## src/rtl/intersection_pkg.sv

```systemverilog
// Shared phase encodings, default durations and lamp decode for intersection_controller.
package intersection_pkg;

  typedef enum logic [2:0] {
    AR_NS = 3'd0,
    NS_G  = 3'd1,
    NS_Y  = 3'd2,
    AR_EW = 3'd3,
    EW_G  = 3'd4,
    EW_Y  = 3'd5,
    WALK  = 3'd6
  } phase_t;

  localparam int DEF_GREEN_CYCLES  = 8;
  localparam int DEF_YELLOW_CYCLES = 3;
  localparam int DEF_ALLRED_CYCLES = 1;
  localparam int DEF_WALK_CYCLES   = 4;

  typedef struct packed {
    logic ns_red;
    logic ns_yellow;
    logic ns_green;
    logic ew_red;
    logic ew_yellow;
    logic ew_green;
    logic ped_walk;
  } lamps_t;

  function automatic int max_int(input int a, input int b);
    if (a > b) begin
      return a;
    end else begin
      return b;
    end
  endfunction

  // Anything not a road's own green or yellow shows red on that road.
  function automatic lamps_t decode_lamps(input phase_t p);
    lamps_t l;
    l = '{ns_red: 1'b1, ns_yellow: 1'b0, ns_green: 1'b0,
          ew_red: 1'b1, ew_yellow: 1'b0, ew_green: 1'b0, ped_walk: 1'b0};
    case (p)
      NS_G: begin
        l.ns_red   = 1'b0;
        l.ns_green = 1'b1;
      end
      NS_Y: begin
        l.ns_red    = 1'b0;
        l.ns_yellow = 1'b1;
      end
      EW_G: begin
        l.ew_red   = 1'b0;
        l.ew_green = 1'b1;
      end
      EW_Y: begin
        l.ew_red    = 1'b0;
        l.ew_yellow = 1'b1;
      end
      WALK: l.ped_walk = 1'b1;
      default: l.ped_walk = 1'b0;
    endcase
    return l;
  endfunction

endpackage

```

## src/rtl/intersection_controller_phase_timer.sv

```systemverilog
// Loadable down-counter with hold and zero flag; times each intersection phase.
module phase_timer #(
  parameter int         W         = 3,
  parameter logic [W-1:0] RESET_VAL = '0
) (
  input  logic         clk,
  input  logic         reset,
  input  logic         load,
  input  logic [W-1:0] load_val,
  input  logic         hold,
  output logic [W-1:0] count,
  output logic         zero
);

  logic [W-1:0] count_r;

  // Count down to zero and stop there until the next load.
  always_ff @(posedge clk or negedge reset) begin
    if (!reset) begin
      count_r <= RESET_VAL;
    end else if (load) begin
      count_r <= load_val;
    end else if (!hold && (count_r != '0)) begin
      count_r <= count_r - W'(1);
    end else begin
      count_r <= count_r;
    end
  end

  assign count = count_r;
  assign zero  = (count_r == '0);

endmodule

```

## src/rtl/intersection_controller.sv

```systemverilog
// Two-road intersection phase sequencer with all-red clearance between greens.
// Optional pedestrian walk phase is enabled by defining PED_WALK_EN.
module intersection_controller
  import intersection_pkg::*;
#(
  parameter int GREEN_CYCLES  = DEF_GREEN_CYCLES,
  parameter int YELLOW_CYCLES = DEF_YELLOW_CYCLES,
  parameter int ALLRED_CYCLES = DEF_ALLRED_CYCLES,
  parameter int WALK_CYCLES   = DEF_WALK_CYCLES
) (
  input  logic       clk,
  input  logic       reset,
  input  logic       ns_req,
  input  logic       ew_req,
`ifdef PED_WALK_EN
  input  logic       ped_req,
  output logic       ped_walk,
`endif
  output logic       ns_red,
  output logic       ns_yellow,
  output logic       ns_green,
  output logic       ew_red,
  output logic       ew_yellow,
  output logic       ew_green,
  output logic [2:0] phase
);

`ifdef PED_WALK_EN
  localparam int MAX_DUR = max_int(max_int(GREEN_CYCLES, YELLOW_CYCLES),
                                   max_int(ALLRED_CYCLES, WALK_CYCLES));
`else
  localparam int MAX_DUR = max_int(max_int(GREEN_CYCLES, YELLOW_CYCLES), ALLRED_CYCLES);
`endif
  localparam int CW = (MAX_DUR > 1) ? $clog2(MAX_DUR) : 1;

  phase_t        state_r;
  phase_t        next_s;
  lamps_t        lamps_r;
  logic          load_s;
  logic          hold_s;
  logic [CW-1:0] load_val_s;
  logic [CW-1:0] count_s;
  logic          zero_s;
  logic          end_ns_s;
  logic          end_ew_s;
  logic          ped_pend_s;

`ifdef PED_WALK_EN
  logic ped_pending_r;
  logic walk_from_ns_r;
  logic walk_entry_s;

  assign ped_pend_s   = ped_pending_r;
  assign walk_entry_s = (next_s == WALK) && (state_r != WALK);
`else
  assign ped_pend_s = 1'b0;
`endif

  assign end_ns_s = ew_req | ped_pend_s;
  assign end_ew_s = ns_req | ped_pend_s;

  // Next-phase selection; a green with no opposing demand rests with the timer held at zero.
  always_comb begin
    next_s = state_r;
    hold_s = 1'b0;
    case (state_r)
      AR_NS: if (zero_s) next_s = NS_G; else next_s = state_r;
      NS_G: begin
        if (zero_s && end_ns_s) begin
          next_s = NS_Y;
        end else begin
          next_s = state_r;
          hold_s = zero_s;
        end
      end
      NS_Y: begin
        if (zero_s) begin
          next_s = ped_pend_s ? WALK : AR_EW;
        end else begin
          next_s = state_r;
        end
      end
      AR_EW: if (zero_s) next_s = EW_G; else next_s = state_r;
      EW_G: begin
        if (zero_s && end_ew_s) begin
          next_s = EW_Y;
        end else begin
          next_s = state_r;
          hold_s = zero_s;
        end
      end
      EW_Y: begin
        if (zero_s) begin
          next_s = ped_pend_s ? WALK : AR_NS;
        end else begin
          next_s = state_r;
        end
      end
`ifdef PED_WALK_EN
      WALK: begin
        if (zero_s) begin
          next_s = walk_from_ns_r ? AR_EW : AR_NS;
        end else begin
          next_s = state_r;
        end
      end
`endif
      default: next_s = AR_NS;
    endcase
  end

  assign load_s = (next_s != state_r);

  // Duration of the phase being entered, loaded as duration minus one.
  always_comb begin
    load_val_s = CW'(ALLRED_CYCLES - 1);
    case (next_s)
      NS_G, EW_G: load_val_s = CW'(GREEN_CYCLES - 1);
      NS_Y, EW_Y: load_val_s = CW'(YELLOW_CYCLES - 1);
      WALK:       load_val_s = CW'(WALK_CYCLES - 1);
      default:    load_val_s = CW'(ALLRED_CYCLES - 1);
    endcase
  end

  phase_timer #(
    .W         (CW),
    .RESET_VAL (CW'(ALLRED_CYCLES - 1))
  ) u_timer (
    .clk      (clk),
    .reset    (reset),
    .load     (load_s),
    .load_val (load_val_s),
    .hold     (hold_s),
    .count    (count_s),
    .zero     (zero_s)
  );

  // Lamps decode from the next phase so they switch on the same edge as the phase register.
  always_ff @(posedge clk or negedge reset) begin
    if (!reset) begin
      state_r <= AR_NS;
      lamps_r <= decode_lamps(AR_NS);
    end else begin
      state_r <= next_s;
      lamps_r <= decode_lamps(next_s);
    end
  end

`ifdef PED_WALK_EN
  // A new request in the walk-entry cycle survives so it is served by the next walk.
  always_ff @(posedge clk or negedge reset) begin
    if (!reset) begin
      ped_pending_r  <= 1'b0;
      walk_from_ns_r <= 1'b0;
    end else begin
      ped_pending_r <= ped_req | (ped_pending_r & ~walk_entry_s);
      if (walk_entry_s) begin
        walk_from_ns_r <= (state_r == NS_Y);
      end else begin
        walk_from_ns_r <= walk_from_ns_r;
      end
    end
  end

  assign ped_walk = lamps_r.ped_walk;
`endif

  assign ns_red    = lamps_r.ns_red;
  assign ns_yellow = lamps_r.ns_yellow;
  assign ns_green  = lamps_r.ns_green;
  assign ew_red    = lamps_r.ew_red;
  assign ew_yellow = lamps_r.ew_yellow;
  assign ew_green  = lamps_r.ew_green;
  assign phase     = state_r;

endmodule
```

## config.mk

```make
export PLATFORM = sky130hd
export DESIGN_NAME = intersection_controller
export DESIGN_NICKNAME = d
export VERILOG_FILES = /design/src/rtl/intersection_pkg.sv /design/src/rtl/intersection_controller_phase_timer.sv /design/src/rtl/intersection_controller.sv
export SDC_FILE = /design/constraint.sdc
export NUM_CORES = 1
export LEC_CHECK = 0
export ABC_AREA = 1
export CORE_UTILIZATION = 48
export DETAILED_ROUTE_END_ITERATION = 6
export GPL_ROUTABILITY_DRIVEN = 0
export MAX_ROUTING_LAYER = met4
export PLACE_DENSITY = 0.75
export SLEW_MARGIN = 20
export SYNTH_ARGS = -nofsm -noshare
export SYNTH_HDL_FRONTEND = slang
export SYNTH_SLANG_ARGS = --single-unit
```

## constraint.sdc

```tcl
create_clock -name clk -period 1.8 [get_ports clk]
set_input_delay 0.18 -clock clk [delete_from_list [all_inputs] [get_ports clk]]
set_output_delay 0.18 -clock clk [all_outputs]
set_load 0.02 [all_outputs]
```

Word level (Yosys, flattened, before mapping)
Index checks and enable logic that the tools add are counted.
W data, S select, Z words.

storage, ports and cells
  register bits = 12
  input port bits = 4
  output and inout bits = 9
  logic and storage cells = 51

cells by class
  $add $sub $neg = 1
  eq/ne operators = 11
  multiplexer cells = 19
  reductions and logical operators = 12

operators by type and width
  cell                   count
  $mux W3                8
  $pmux W3 S6            1
  $eq A3 B3 Y1 const B   5
  $eq A3 B2 Y1 const B   3
  $pmux W3 S3            1
  $mux W1                8
  $reduce_or A2 Y1       4
  $eq A3 B1 Y1 const B   2
  $logic_not A3 Y1       2
  $logic_and A1 B1 Y1    3
  $ne A3 B3 Y1           1
  $reduce_bool A3 Y1     1
  $sub A3 B1 Y3 const B  1
  $pmux W1 S2            1
  $reduce_bool A2 Y1     1
  $logic_not A1 Y1       1

Longest topological paths before layout
  depth after elaboration = 8
  gate-level depth with buffers = 13
  mapped depth without buffers = 13

Cells and area by module
Synthesis repeated with hierarchy kept, for this count alone.

second synthesis, totals
  cells, all modules = 89
  area total of the unflattened synthesis = 739.5 sq um

by module, submodules not included
  module                   times used  cells an instance  area an instance (sq um)  sequential area each (sq um)
  intersection_controller  1           61                 543.0                     227.7
  phase_timer              1           28                 196.4                     75.1

Worst setup path before layout
Ideal clock, no wire load.

  path type = register to register
  start = register u_timer.count_r[0], in the netlist u_timer.count[0]
  end = register u_timer.count_r[1], in the netlist u_timer.count[1]
  library setup time = 117 ps
  arrival = 1412 ps
  required time = 1683 ps
  slack = 271 ps
  cell stages (with the launch flop) = 14
  path buffers = 0
  clock period less this slack = 1529 ps
  cell sequence = dfrtp_1 -> inv_1 -> ha_1 -> nand2_2 -> nor2_1 -> nand2_4 -> nand2_2 -> nor2_4 -> nand2_2 -> nand2_2 -> nand2_2 -> nand2_1 -> nor2_1 -> nor2_1

on the way
  longest elaborated chain between the ends = 8
  elaborated cells on any way between the ends = 29
  classes of those cells = 1 x add/sub; 6 x eq/ne; 13 x mux; 9 x reduce/logical

ends and longest elaborated chain
  what                                           line                                                          text
  from (decl)                                    intersection_controller_phase_timer.sv:15                     logic [W-1:0] count_r;
  from (signal assigned)                         intersection_controller_phase_timer.sv:22                     count_r <= load_val;
  from (signal assigned)                         intersection_controller_phase_timer.sv:24                     count_r <= count_r - W'(1);
  from (signal assigned)                         intersection_controller_phase_timer.sv:26                     count_r <= count_r;
  $logic_not A3 Y1                               intersection_controller_phase_timer.sv:31                     assign zero = (count_r == '0);
  $logic_and A1 B1 Y1, on equally long branches  intersection_controller.sv:85, intersection_controller.sv:69
  $mux W3, on equally long branches              intersection_controller.sv:85, intersection_controller.sv:69
  $pmux W3 S6                                    intersection_controller.sv:66                                 case (state_r)
  $eq A3 B3 Y1, or another cell as far along     intersection_controller.sv:117                                case (next_s)
  $reduce_or A2 Y1                               intersection_controller.sv:117
  $pmux W3 S3                                    intersection_controller.sv:117
  $mux W3                                        intersection_controller_phase_timer.sv:21                     end else if (load) begin

Several ways; a longest one is shown, not always the timed one. The select of a mux whose other input is x is not followed.
A chain may end at the register's enable or synchronous reset.

Final worst setup path
Ends and elaborated chain as after synthesis.

==> flow_summary_export.csv <==
group,metric,value,unit
synth,synth.yosys.seq_area_share,45.57,%
detailed_routing,dr_wl_met2,531,microns
min_path,hp-class,"in2async",
flow_run,drv_cap,0,
status,violations,"design-rule violations",
layout,layout-drive-gt1-share,24.47,%
timing,rsz0062_at_grt,"no",
detailed_routing,drtIter0Drc,18,
timing,fin_crit_sh,92.90,%
layout,regArea,302.8,sq um
timing,period_minus_slack,1672,ps
layout,antenna_cells,0,
pwr,power.density,2067,nW/um^2
pwr,vdd_drop_max,1017,uV
synth,ys.flop_type,"dfrtp_1",
floorplanning,start_util,51.06,%
pwr,switching_share,45.78,%
place,io_buffer_count,12,
synth,synth.avg_cell_area,8.518,sq um
clocking,clockBufferDepth,2,
global_route,grt_pass1_wl,1.869,mm
clocking,cts_made_buffers,3,
synth,ys_top_cells_by_area,"dfrtp_1, dfstp_2, inv_1",
layout,multiInputGateArea,316.6,sq um
synth,synth_nets,84,
critical_path,cp.required,1960,ps
global_route,grt_max_degree,13,
synth,syn_inst,78,
place,dp_hpwl,890.6,microns
synth,ys_async_sr_fraction,100.0,%
clocking,cts_tree,"built",
timing,tns,0,ps
layout,fillers,119,
detailed_routing,viasPerCell,5.092,
global_route,grt-ovfl-total,0,
synth,yosys_warnings,0,
clocking,postCtsSetupBuffers,0,
timing,hold_viol,0,
synth,synth_top_area_cell,"dfrtp_1",
pwr,p_int,949.4,uW
global_route,grt_pass1_vias,444,
pwr,pwr-share-comb,58.5,%
detailed_routing,ant_nets,0,
critical_path,worst_setup_path_end_kind,"flop",
place,place_inst,105,
synth,synth_edf_count,0,
detailed_routing,wirelength,1.150,mm
floorplanning,die_w,39.21,microns
layout,nNetsFinal,101,
floorplanning,fp-row-count,13,
timing,max_freq,598.0,MHz
timing,report.final.slew_viol_count,0,
pwr,power_frac_seq,29.7,%
pwr,p_sw,801.8,uW
detailed_routing,vias,555,
detailed_routing,wl_per_cell,10.55,microns
global_route,grt_antenna_before_repair,0,
floorplanning,die_h,39.21,microns
critical_path,worstPathArrival,1830,ps
detailed_routing,wl_met3,38,microns
clocking,htree_levels,1,
timing,clock-skew-final,0.4404,ps
critical_path,path_max_fanout,6,
status,status,"finished, violations left",
floorplanning,ioPinCount,13,
timing,setup_viol,0,
clocking,clk_pin_slew,70,ps
pwr,pwr-share-clk,11.8,%
timing,hold-worst-slack,245.3,ps
critical_path,path_class,"reg2reg",
synth,synth_seq_cells,12,
detailed_routing,wl_met1,558,microns
floorplanning,die_area,1537,sq um
synth,synth_common_cells,"inv_1, nand2_1, dfrtp_1, nor2_1, nand2_2",
floorplanning,fp.coreArea,1301,sq um
detailed_routing,first_pass_iters,6,
global_route,grtUsageTotal,18.71,%
layout,area_growth,27.50,%
clocking,cts_sinks,12,
detailed_routing,remaining_drc_errors,2,
pwr,p_leak,0.4437,nW
synth,netlist_area,664.4,sq um
detailed_routing,highest_layer,"met4",
synth,ys_types,20,
timing,maxSlewHeadroom,66.45,%
synth,synth_top_cell_area_share,37.66,%
clocking,root_buffer,"clkbuf_4",
layout,layoutNonFillerInstCount,109,
clocking,insertion_delay,270,ps
timing,worst_slew_pin_slew,501.6,ps
critical_path,critPathLaunchType,"flop",
layout by cell type (no fill, tap or decap), drive strengths merged:
master | Yosys | final
clkbuf | 0 | 4
o21a | 1 | 1
nand2 | 20 | 20
nor2 | 11 | 11
nand4 | 3 | 3
xor2 | 2 | 2
inv | 14 | 14
dfstp | 2 | 2
nand3 | 7 | 7
a21boi | 1 | 1
o21ai | 4 | 4
clkdlybuf4s50 | 0 | 12
ha | 2 | 2
dfrtp | 10 | 10
o211ai | 1 | 1
flip-flops by register name, indices dropped and copies added (netlist names):
| name | cells |
|---|---|
| ew_green | 1 |
| ew_red | 1 |
| ew_yellow | 1 |
| ns_green | 1 |
| ns_red | 1 |
| ns_yellow | 1 |
| phase | 3 |
| u_timer.count | 3 |
critical path, stage by stage, from the launching register on:
cell and delay [ps]:
dfrtp_1 360, inv_1 120, ha_1 230, nand2_4 100, nor2_2 130, nand2_4 90, nand2_2 90, nor2_4 40
nand2_2 60, nand2_2 50, nand2_2 70, nand2_1 50, nor2_1 120, nor2_1 50
path summary, 6_finish.rpt:
| path | depth (start not counted) | end | from | slack, ps |
|---|---|---|---|---|
| setup / recovery | 13 | u_timer.count[1]$_DFFE_PN0P_ | u_timer.count[0]$_DFFE_PN0P_ | 130 |
| hold / removal | 1 | ew_yellow$_DFF_PN0_ | reset | 250 |
| setup reg to reg | 13 | u_timer.count[1]$_DFFE_PN0P_ | u_timer.count[0]$_DFFE_PN0P_ | 130 |
| hold reg to reg | 2 | u_timer.count[1]$_DFFE_PN0P_ | u_timer.count[1]$_DFFE_PN0P_ | 540 |
| max in group asynchronous | 1 | ns_red$_DFF_PN1_ | reset | 1200 |
| min in group clk | 2 | u_timer.count[1]$_DFFE_PN0P_ | u_timer.count[1]$_DFFE_PN0P_ | 540 |
cell families after synthesis:
group / after synthesis / share of synthesized area, %
adders and majority gates: 2 / 3.766
DFF: 12 / 45.57
AOI/OAI and AO/OA: 7 / 7.721
buffers and inverters: 14 / 7.910
and+or+nand+nor: 41 / 32.39
xor gates and xnor gates: 2 / 2.637
power groups by stage:
stage                     registers, mW  logic (mW)  clock network [mW]
after global routing              0.534        1.16               0.225
final                             0.520        1.02               0.207
after floorplan                   0.604       0.633                   0
after CTS                         0.517        1.01               0.216
after global placement            0.517       0.991                   0
after detailed placement          0.519        1.01                   0
per-stage QoR:
step | util, % | setup slack, ps | instance area [sq um] | power [mW]
after floorplan | - | 270.6 | 664.4 | 1.238
after global placement | 61.73 | 133.0 | 803.3 | 1.508
after detailed placement | 61.73 | 86.27 | 803.3 | 1.531
after CTS | 64.52 | 87.20 | 839.6 | 1.743
after global routing | 65.10 | 4.684 | 847.1 | 1.919
final | 65.10 | 127.8 | 847.1 | 1.751
layout make-up:
cell class                      instances  area share, %
Multi-Input combinational cell         52          37.37
Sequential cell                        12          35.75
Timing Repair Buffer                   12          14.18
Inverter                               14          6.204
Clock buffer                            4          4.284
Tap cell                               15          2.216
per-layer routing:
metal / track usage [%] / vias to the layer above
li1: - / 278
met1: 27.34 / 260
met2: 26.25 / 15
met3: 1.734 / 2
met4: 7.759 / 0
met5: - / -
what timing repair did:
item                                    CTS  global route
hold buffers                              0             0
endpoints found under the setup margin    0             1
gates resized for setup                   0             2
endpoints found under the hold margin     0             0
(Power assumes the default switching activity.)
